`src/rtl/mac_lane_array.sv`:
```
// mac_lane_array: LANES parallel dot-product MAC engine with valid/ready on
// both sides. Beats are accepted in RUN, multiplied through MUL_STAGES
// registers and added into per-lane accumulators; the result is held in OUT
// until downstream takes it.
// Optional build macro: MAC_SATURATE_EN (clamping accumulators + sticky o_ovf).
module mac_lane_array #(
  parameter int BIT_WIDTH  = 8,
  parameter int LANES      = 4,
  parameter int MUL_STAGES = 2,
  parameter int ACC_WIDTH  = 24,
  parameter int LEN_WIDTH  = 8
) (
  input  logic                         i_clk,
  input  logic                         i_rst_n,
  input  logic                         i_start,
  input  logic [LEN_WIDTH-1:0]         i_len,
  input  logic                         i_signed,
  input  logic                         i_valid,
  output logic                         o_ready,
  input  logic [LANES*BIT_WIDTH-1:0]   i_pix_weight,
  input  logic [LANES*BIT_WIDTH-1:0]   i_pix_feature,
  output logic [LANES*ACC_WIDTH-1:0]   o_acc,
  output logic                         o_valid,
  input  logic                         i_ready,
  output logic                         o_busy,
  output logic [LANES-1:0]             o_ovf
);
  localparam int PW = 2*BIT_WIDTH;

  typedef enum logic [1:0] {S_IDLE, S_RUN, S_DRAIN, S_OUT} state_t;

  state_t                state_q, state_d;
  logic [LEN_WIDTH-1:0]  len_q, len_d, cnt_q, cnt_d;
  logic                  sgn_q, sgn_d;
  logic [MUL_STAGES:0]   vld_pipe_q, vld_pipe_d;
  logic                  accept, clr, add_en, older_inflight;

  assign accept         = (state_q == S_RUN) & i_valid;
  assign add_en         = vld_pipe_q[MUL_STAGES];
  assign older_inflight = |vld_pipe_q[MUL_STAGES-1:0];
  assign o_ready        = (state_q == S_RUN);
  assign o_valid        = (state_q == S_OUT);
  assign o_busy         = (state_q != S_IDLE);

  // Job control: latch length/mode on start, count beats, wait out the pipe
  always_comb begin
    state_d = state_q;
    len_d   = len_q;
    sgn_d   = sgn_q;
    cnt_d   = cnt_q;
    clr     = 1'b0;
    case (state_q)
      S_IDLE: if (i_start) begin
        len_d   = (i_len == '0) ? LEN_WIDTH'(1) : i_len;
        sgn_d   = i_signed;
        cnt_d   = '0;
        clr     = 1'b1;
        state_d = S_RUN;
      end
      S_RUN: if (accept) begin
        cnt_d = cnt_q + LEN_WIDTH'(1);
        if (cnt_q == len_q - LEN_WIDTH'(1)) state_d = S_DRAIN;
      end
      // all beats are in; leave once the youngest product is being added
      S_DRAIN: if (add_en && !older_inflight) state_d = S_OUT;
      S_OUT:   if (i_ready) state_d = S_IDLE;
      default: state_d = S_IDLE;
    endcase
  end

  // Valid bits march one stage per cycle; there is no stall inside the pipe
  always_comb vld_pipe_d = {vld_pipe_q[MUL_STAGES-1:0], accept};

  // Control state registers
  always_ff @(posedge i_clk or negedge i_rst_n) begin
    if (!i_rst_n) begin
      state_q    <= S_IDLE;
      len_q      <= '0;
      cnt_q      <= '0;
      sgn_q      <= 1'b0;
      vld_pipe_q <= '0;
    end else begin
      state_q    <= state_d;
      len_q      <= len_d;
      cnt_q      <= cnt_d;
      sgn_q      <= sgn_d;
      vld_pipe_q <= vld_pipe_d;
    end
  end

  for (genvar k = 0; k < LANES; k++) begin : g_lane
    logic [BIT_WIDTH-1:0]          w_q, w_d, f_q, f_d;
    logic [MUL_STAGES:1][PW-1:0]   prod_q, prod_d;
    logic [PW-1:0]                 a_ext, b_ext, mul, prod;
    logic [ACC_WIDTH-1:0]          ext, acc_q, acc_d;
    logic                          ovf_q, ovf_d;
`ifdef MAC_SATURATE_EN
    logic [ACC_WIDTH:0]            sum;
`else
    logic [ACC_WIDTH-1:0]          sum;
`endif

    // Operand capture on accept; product computed at PW bits from operands
    // extended per mode, so one multiplier serves both signed and unsigned
    always_comb begin
      w_d   = accept ? i_pix_weight[k*BIT_WIDTH +: BIT_WIDTH]  : w_q;
      f_d   = accept ? i_pix_feature[k*BIT_WIDTH +: BIT_WIDTH] : f_q;
      a_ext = {{BIT_WIDTH{sgn_q & w_q[BIT_WIDTH-1]}}, w_q};
      b_ext = {{BIT_WIDTH{sgn_q & f_q[BIT_WIDTH-1]}}, f_q};
      mul   = a_ext * b_ext;
      prod_d    = prod_q;
      prod_d[1] = mul;
      for (int s = 2; s <= MUL_STAGES; s++) prod_d[s] = prod_q[s-1];
    end

    // Extend the finished product to accumulator width and add it in
    always_comb begin
      prod = prod_q[MUL_STAGES];
      ext  = '0;
      if (sgn_q && prod[PW-1]) ext = '1;
      ext[PW-1:0] = prod;
      acc_d = acc_q;
`ifdef MAC_SATURATE_EN
      ovf_d = ovf_q;
      sum   = {1'b0, acc_q} + {1'b0, ext};
`else
      ovf_d = 1'b0;
      sum   = acc_q + ext;
`endif
      if (clr) begin
        acc_d = '0;
        ovf_d = 1'b0;
      end else if (add_en) begin
        acc_d = sum[ACC_WIDTH-1:0];
`ifdef MAC_SATURATE_EN
        if (sgn_q) begin
          // same-sign operands whose sum flips sign clamp toward the addend's sign
          if (acc_q[ACC_WIDTH-1] == ext[ACC_WIDTH-1] &&
              sum[ACC_WIDTH-1]   != ext[ACC_WIDTH-1]) begin
            acc_d = {ext[ACC_WIDTH-1], {(ACC_WIDTH-1){~ext[ACC_WIDTH-1]}}};
            ovf_d = 1'b1;
          end
        end else if (sum[ACC_WIDTH]) begin
          acc_d = '1;
          ovf_d = 1'b1;
        end
`endif
      end
    end

    // Lane datapath registers
    always_ff @(posedge i_clk or negedge i_rst_n) begin
      if (!i_rst_n) begin
        w_q    <= '0;
        f_q    <= '0;
        prod_q <= '0;
        acc_q  <= '0;
        ovf_q  <= 1'b0;
      end else begin
        w_q    <= w_d;
        f_q    <= f_d;
        prod_q <= prod_d;
        acc_q  <= acc_d;
        ovf_q  <= ovf_d;
      end
    end

    assign o_acc[k*ACC_WIDTH +: ACC_WIDTH] = acc_q;
    assign o_ovf[k] = ovf_q;
  end

endmodule

```
`config.mk`:
```
export PLATFORM = sky130hd
export DESIGN_NAME = mac_lane_array
export DESIGN_NICKNAME = d
export VERILOG_FILES = /design/src/rtl/mac_lane_array.sv
export SDC_FILE = /design/constraint.sdc
export NUM_CORES = 1
export LEC_CHECK = 0
export ABC_CLOCK_PERIOD_IN_PS = 5300
export CAP_MARGIN = 20
export CORE_MARGIN = 1
export CORE_UTILIZATION = 50
export DETAILED_ROUTE_END_ITERATION = 10
export GPL_TIMING_DRIVEN = 0
export PLACE_DENSITY = 0.72
export SKIP_LAST_GASP = 1
export SLEW_MARGIN = 10
export SYNTH_ARGS = -nofsm -noshare
export SYNTH_HDL_FRONTEND = slang
export SYNTH_SLANG_ARGS = --single-unit
```
`constraint.sdc`:
```
create_clock -name i_clk -period 5.3 [get_ports i_clk]
set_input_delay 1.59 -clock i_clk [delete_from_list [all_inputs] [get_ports i_clk]]
set_output_delay 1.59 -clock i_clk [all_outputs]
set_load 0.02 [all_outputs]
```
==> qor.txt, run 1 <==
Status: completed
Final HPWL DP: 47980 um
Total Routing Usage GR: 24.65%
Fmax achieved: 0.1958 GHz
EDFF count, synth: 0
TritonCTS Sinks: 310
# setup viols final: 0
Cell area after synthesis: 25850 um^2
Num ports: 181
Worst Path Required: 5.71 ns
Commonest cells after routing, fill and taps aside: inv_1 (355), dfrtp_1 (310), fa_1 (256)
DRC viols: 0
Cts hold-fix bufs: 0
Crit share post-route: 96.37%
Clock root buffer: clkbuf_16
Async S/R FF share, synth: 100.0%
HP Class: reg -> reg
Critical path peak fanout: 8
Worst Path Arrival: 5.52 ns
CTS tree: built
H-tree levels: 2
Nets: 3394
Routed wire length: 63100 um
FF+latch count, synth: 310
P&R area growth vs syn: 16.89%
Placement Rows: 82
Antenna violations before repair: 3
Die Y: 229.4 um
Largest net degree at the start of global routing: 93
PnR worst setup slack: 0.1925 ns
Number of buffer cells added on primary ports: 176
First-pass GRT wire length: 103000 um
Post-Syn Instances: 2605
Worst Setup End Kind: flop
Register area share after synthesis: 30.01%
Wirelength per Cell: 17.87 um
First-pass iteration count of the detailed router: 6
Core ar.: 50580 um^2
Crit start category: flop
DR vias: 19010
Via-to-Cell Ratio: 5.383
Gpl congestion: 0.9023
Minimum clock period: 5.107 ns
Final hold violations: 0
Residual overflow from global routing: 0
Max transition margin: 24.29%
Vias in the first global route: 20140
Clock Skew: 0.01367 ns
CP Class: reg -> reg
Die area: 52620 um^2
Synth unique cells: 68
Antenna Nets Post-Route: 0
Commonest non-fill, non-tap cell in the layout: inv_1
Yosys warning count: 0
Post-Syn Area per Cell: 9.925 um^2
Share of layout cells above drive strength 1: 7.105%
Worst Max-Slew Pin Slew: 1.136 ns
Placed Instances: 3459
RSZ-0062 raised after global routing: true
Fin cells: 3531
Dominant synthesized flop cell: dfrtp_1
Clk_lat worst skew: 0.55 ns
Max-cap violations: 0
CTS Buffer Depth: 3
Starting DRT DRC Count: 1346
WHS: 0.3402 ns
Max-slew violations: 0
Pre-CTS setup slack: -1.825 ns
Fillers: 4222
Total CTS buffers: 38
Die Wd: 229.4 um
Initial Utilization: 51.11%
Worst-path clk slew: 0.06 ns
-- critical path, stage by stage, from the launching register on --
cell	delay (ns)
dfrtp_1	0.39
clkbuf_16	0.19
clkbuf_16	0.19
nand2_4	0.10
or2_2	0.31
fa_1	0.45
fa_1	0.49
inv_1	0.05
fa_1	0.44
fa_1	0.48
inv_1	0.05
fa_1	0.49
inv_1	0.06
ha_4	0.23
o21ai_2	0.06
a21boi_1	0.10
o21ai_0	0.15
nand2b_1	0.11
a21o_1	0.20
a21oi_2	0.17
o21ai_1	0.11
xnor2_1	0.14
-- path summary, 6_finish.rpt --
kind	from	to	slack (ns)	cells past startpoint
setup / recovery	sgn_q	g_lane[3].prod_d[31]	0.19	21
hold / removal	g_lane[3].prod_d[26]	g_lane[3].prod[10]	0.34	0
setup reg to reg	sgn_q	g_lane[3].prod_d[31]	0.19	21
hold reg to reg	g_lane[3].prod_d[26]	g_lane[3].prod[10]	0.34	0
max in group asynchronous	i_rst_n	g_lane[1].prod[9]	3.00	3
min in group asynchronous	i_rst_n	g_lane[3].w_q[7]	1.05	1
-- layer usage --
metal	part of all wire (%)	global-route usage [%]	up-vias
met4	5.2	12.15	2
met2	47	40.20	532
li1	-	-	8907
met3	6.4	5.254	152
met1	42	31.08	9413
met5	0.014	0	-
-- registers in the layout (all words and copies together), names as in the netlist --
register       count
g_lane.f_q        32
sgn_q              1
vld_pipe_q         3
g_lane.w_q        32
g_lane.acc_q      96
state_q            2
cnt_q              8
g_lane.prod       64
g_lane.prod_d     64
len_q              8
-- cell type report --
class                   instances  area [um^2]  area share (%)
well taps                     672        840.8           2.782
diodes                          2        5.005         0.01656
flip-flops and latches        310         7757           25.67
clock buffers                  53         1141           3.776
multi-input cells            1842        16540           54.73
plain buffers                  94        432.9           1.433
clock inverters                15        234.0          0.7743
repair buffers                188         1937           6.409
inverters                     355         1333           4.410
-- cells in the mapped netlist, types with 37 or more instances --
cell | instances | area share (%)
a21o_1 | 37 | 1.1
xor2_1 | 38 | 1.3
inv_1 | 355 | 5.2
clkbuf_1 | 83 | 1.2
dfrtp_1 | 310 | 30
xnor2_1 | 102 | 3.5
nor2_1 | 148 | 2.1
and2_1 | 146 | 3.5
ha_1 | 231 | 11
o21ai_0 | 70 | 1.4
fa_1 | 256 | 20
a21oi_1 | 115 | 2.2
nand2_1 | 246 | 3.6
mux2_2 | 65 | 2.8
mux2i_1 | 51 | 2.0
nand3_1 | 44 | 0.85
-- per-stage QoR --
step / utilization, % / TNS, ns / instance area [um^2]
2_1_floorplan: - / 0 / 25870
3_3_place_gp: 56.28 / -3376.80 / 28470
3_5_place_dp: 56.46 / -37.64 / 28560
4_1_cts: 59.46 / 0 / 30080
5_1_grt: 59.74 / -0.1034 / 30220
6_report: 59.74 / 0 / 30220
-- what timing repair did --
action | CTS | global route
buffers inserted | 5 | 3
gates cloned | 0 | 1
setup endpoints to repair | 32 | 14
endpoints found under the hold margin | 0 | 0
pin swaps | 0 | 12
resized for setup | 33 | 31
-- cell families after synthesis --
group	synth area share [%]
XOR/XNOR	4.743
other	0.01450
buffers and inverters	6.679
adder cells (fa/ha/maj)	31.00
AO/OA/AOI/OAI	8.673
flip-flops	30.01
multiplexers	4.849
AND/OR/NAND/NOR	14.03
Power of run 1 is left out: the tool's default activity adds up to more than one toggle a clock period on the data nets, which glitch-free logic cannot reach.
==> run 2: changes to the inputs <==
CTS_CLUSTER_DIAMETER = 50   (was unset)
==> run 2 against run 1 <==
Effect of this change:
- worst hold slack lost 0.0023 ns
- register-to-register slack barely moved
- global-route usage decreased by 0.11 points
- critical endpoint is now g_lane[0].prod_d[30]
- via count grew 0.29%
- maximum frequency grew 0.18%
- non-clock buffer count rose by 1
- routed wire length barely moved
==> qor.txt, run 2 (synthesis results as in run 1) <==
Status: completed
Cts hold-fix bufs: 0
Worst hold path cell count: 0
Top cell family by delay on the critical path: adder cells
Total CTS buffers: 45
Max transition margin: 24.17%
Final core utilization: 60.07%
Clk_lat worst skew: 0.57 ns
Minimum clock period: 5.098 ns
Via-to-Cell Ratio: 5.372
Most flops, register: g_lane.acc_q
Crit-path most repeated cell: fa_1
Num ports: 181
DR vias: 19060
Die Wd: 229.4 um
Share of layout cells above drive strength 1: 7.550%
Number of buffer cells added on primary ports: 176
Antenna Nets Post-Route: 0
Routed wire length: 63130 um
Worst Setup End Kind: flop
CTS Buffer Depth: 3
Commonest cells after routing, fill and taps aside: inv_1 (355), dfrtp_1 (310), fa_1 (256)
HP Class: reg -> reg
RSZ-0062 raised after global routing: true
Cell Chain, Critical Path: clkbuf_16, buf_6, clkbuf_16, nand3_2, fa_1, inv_1, fa_1, fa_1, fa_1, inv_1, fa_1, inv_1, ha_4, inv_1, o21ai_2, a21oi_2, o21bai_1, a21oi_2, o21bai_1, a21oi_1, xnor2_1
Placement Rows: 82
Antenna violations before repair: 3
First-pass iteration count of the detailed router: 5
Die area: 52620 um^2
Final hold violations: 0
Die Y: 229.4 um
Crit share post-route: 96.19%
Worst Path Arrival: 5.54 ns
Clock root buffer: clkbuf_16
Worst Max-Slew Pin Slew: 1.138 ns
Worst-path clk slew: 0.06 ns
Worst Path Required: 5.74 ns
Final setup TNS: 0 ns
Vias in the first global route: 20130
Starting DRT DRC Count: 1195
Largest stage delay, worst path: 0.53 ns
Wirelength per Cell: 17.79 um
Largest register FFs: 96
DRC viols: 0
Buffer and inverter count on the worst path: 7
Clock Skew: 0.01822 ns
Largest net degree at the start of global routing: 93
TritonCTS Sinks: 310
# setup viols final: 0
CTS tree: built
Gpl congestion: 0.9023
Commonest non-fill, non-tap cell in the layout: inv_1
First-pass GRT wire length: 103100 um
Critical Path Stages: 21
Core ar.: 50580 um^2
Max-slew violations: 0
H-tree levels: 2
Fmax achieved: 0.1961 GHz
CP Class: reg -> reg
P&R area growth vs syn: 17.51%
Critical path peak fanout: 10
Worst Reg-to-Reg Cells: 21
Nets: 3402
Total Routing Usage GR: 24.54%
Max-cap violations: 0
Residual overflow from global routing: 0
Initial Utilization: 51.11%
Slowest cell on crit path: fa_1
Crit start category: flop
Final HPWL DP: 47980 um
[run 2: through the flow]
step           hold slack (ns)  instance area, um^2  std cells  setup slack (ns)
6_report                0.3379                30380       3548            0.2018
5_1_grt                 0.3466                30380       3548          -0.07844
4_1_cts                 0.3401                30240       3542          -0.02625
3_5_place_dp            0.3347                28560       3459            -1.825
3_3_place_gp            0.3312                28470       3456            -10.83
2_1_floorplan           0.3312                25870       2608           0.07031
[run 2: cell type report]
type                            instances  area [um^2]
Antenna cell                            2        5.005
Buffer                                 95        436.7
Clock buffer                           57         1254
Clock inverter                         27        287.8
Fill cell                            4200        20200
Inverter                              355         1333
Multi-Input combinational cell       1842        16530
Sequential cell                       310         7757
Tap cell                              672        840.8
Timing Repair Buffer                  188         1933
[run 2: path summary, 6_finish.rpt]
check	start	to	slack, ns
min reg2reg	g_lane[0].prod_d[16]	g_lane[0].prod[0]	0.34
min	g_lane[0].prod_d[16]	g_lane[0].prod[0]	0.34
max	sgn_q	g_lane[0].prod_d[30]	0.20
max reg2reg	sgn_q	g_lane[0].prod_d[30]	0.20
max in group asynchronous	i_rst_n	g_lane[1].prod_d[23]	3.01
min in group asynchronous	i_rst_n	g_lane[3].w_q[7]	1.04
[run 2: timing repair]
item | 4_1_cts | 5_1_grt
endpoints found under the setup margin | 32 | 14
gates resized for setup | 35 | 28
gates cloned | 0 | 1
setup buffers | 4 | 4
pin swaps | 1 | 9
[run 2: routing by layer]
metal	vias up	GRT usage, %	part of all wire (%)
met2	541	40.46	48
met1	9427	31.33	42
met3	143	4.731	6.2
li1	8948	-	-
met5	-	0	0.014
met4	2	10.92	4.3
Power of run 2 is left out for the same reason.
==> run 3: changes to the inputs <==
CTS_CLUSTER_DIAMETER = unset   (was 50)
GPL_TIMING_DRIVEN = unset   (was 0)
SLEW_MARGIN = 0   (was 10)
==> run 3 against run 2 <==
Effect of this change:
- global-route usage decreased by 2.0 points
- clock-buffer cell count decreased by 5
- maximum frequency up 0.93%
- routed wire length decreased by 8.1%
- setup slack better by 0.047 ns
- utilization fell by 1.1 points
- die area is the same
- register-to-register slack better by 0.05 ns
- critical path depth shrank 1
- worst hold slack worse by 0.0023 ns
- largest cell class unchanged
- highest routed layer is now met4
==> qor.txt, run 3 (synthesis results as in run 1) <==
Worst Setup End Kind: flop
Largest net degree at the start of global routing: 95
Total Routing Usage GR: 22.51%
Number of buffer cells added on primary ports: 176
Via-to-Cell Ratio: 5.350
Share of layout cells above drive strength 1: 7.775%
# setup viols final: 0
Gpl congestion: 0.8712
Nets: 3340
CP Class: reg -> reg
Fillers: 4230
Cts hold-fix bufs: 0
P&R area growth vs syn: 15.38%
Num ports: 181
Critical path peak fanout: 6
Core ar.: 50580 um^2
Max-slew violations: 0
Wirelength per Cell: 16.68 um
Starting DRT DRC Count: 935
Max transition margin: 38.33%
Crit start category: flop
R2R setup slack: 0.25 ns
Worst Max-Slew Pin Slew: 0.9250 ns
Die area: 52620 um^2
DR vias: 18600
TritonCTS Sinks: 310
DRC viols: 0
Commonest cells after routing, fill and taps aside: inv_1 (354), dfrtp_1 (305), fa_1 (256)
Ant. Diodes: 0
Antenna Nets Post-Route: 0
Largest register FFs: 96
Routed wire length: 57990 um
Commonest non-fill, non-tap cell in the layout: inv_1
Status: completed
First-pass GRT wire length: 95720 um
Placement Rows: 82
CTS tree: built
Buffer and inverter count on the worst path: 4
Initial Utilization: 51.11%
Crit share post-route: 95.31%
Crit-path most repeated cell: fa_1
Total CTS buffers: 38
Clock root buffer: clkbuf_16
CTS Buffer Depth: 3
Worst Path Required: 5.75 ns
Die Wd: 229.4 um
Antenna violations before repair: 0
Vias in the first global route: 19360
Cell Chain, Critical Path: buf_12, and2_4, nand2_2, fa_1, inv_1, fa_1, fa_1, fa_1, inv_1, fa_1, inv_1, ha_1, o21ai_0, a21boi_1, o21ai_1, nand2b_1, a21o_1, a21oi_2, o21ai_0, xnor2_1
Clock Skew: 0.03302 ns
Die Y: 229.4 um
H-tree levels: 2
PnR worst setup slack: 0.2486 ns
Minimum clock period: 5.051 ns
First-pass iteration count of the detailed router: 6
Slowest cell on crit path: fa_1
Top cell family by delay on the critical path: adder cells
Max-cap violations: 0
Worst-path clk slew: 0.06 ns
Largest stage delay, worst path: 0.50 ns
Most flops, register: g_lane.acc_q
Residual overflow from global routing: 0
Worst Path Arrival: 5.50 ns
HP Class: reg -> reg
Final HPWL DP: 44520 um
Pre-CTS setup slack: -0.05480 ns
Final hold violations: 0
Fmax achieved: 0.1980 GHz
Clk_lat worst skew: 0.57 ns
==> run 3: cell count changes in the layout (fill, tap and decap cells not counted), moves of 8 or more <==
cell	before	now
a21oi_1	104	112
a21oi_2	11	3
buf_1	14	0
buf_4	11	48
clkbuf_1	79	7
clkbuf_16	50	40
inv_6	10	2
o21ai_0	57	67
==> run 3: per-layer routing <==
layer / vias up / track usage (%) / share of wire, %
met5: - / 0 / 0
met4: 0 / 8.313 / 3.5
met3: 122 / 3.299 / 4.4
met2: 431 / 38.53 / 49
met1: 9238 / 28.87 / 44
li1: 8804 / - / -
==> run 3: timing repair <==
action,in CTS,in global routing
endpoints found under the setup margin,2,6
setup buffers,0,4
gates resized for setup,4,16
cloned,0,1
endpoints found under the hold margin,0,0
pin swaps,0,3
==> run 3: final timing paths <==
path	start	to	cells past startpoint
worst max-delay path	sgn_q	g_lane[2].prod_d[31]	20
worst min-delay path	g_lane[0].prod_d[30]	g_lane[0].prod[14]	0
worst max register to register	sgn_q	g_lane[2].prod_d[31]	20
worst min register to register	g_lane[0].prod_d[30]	g_lane[0].prod[14]	0
max in group asynchronous	i_rst_n	g_lane[1].acc_q[11]	2
min in group asynchronous	i_rst_n	g_lane[3].prod[13]	1
==> run 3: worst register-to-register path, delay by kind of cell, from the launching register on <==
kind | cells | cell delay (ns)
simple gates | 3 | 0.39
xor+xnor | 1 | 0.14
buf+inv | 4 | 0.30
compound gates | 6 | 0.93
fa+ha+maj | 6 | 2.79
flops | 1 | 0.39
==> run 3: metrics by stage <==
step | hold slack [ns] | setup TNS, ns | util [%] | instances | cell area (um^2)
2_1_floorplan | 0.3312 | 0 | - | 2608 | 25870
3_3_place_gp | 0.3322 | 0 | 56.30 | 3402 | 28480
3_5_place_dp | 0.3347 | -0.05480 | 56.30 | 3402 | 28480
4_1_cts | 0.3349 | 0 | 58.82 | 3471 | 29750
5_1_grt | 0.3424 | -0.01261 | 58.97 | 3476 | 29830
6_report | 0.3356 | 0 | 58.97 | 3476 | 29830
==> run 3: cell type report <==
class                   count  area [um^2]  area share (%)
clock inverters            17        182.7          0.6124
repair buffers            228         2212           7.416
well taps                 672        840.8           2.819
inverters                 355         1333           4.467
flip-flops and latches    310         7766           26.04
clock buffers              52         1085           3.637
multi-input cells        1842        16410           55.01
Power of run 3 is left out for the same reason.
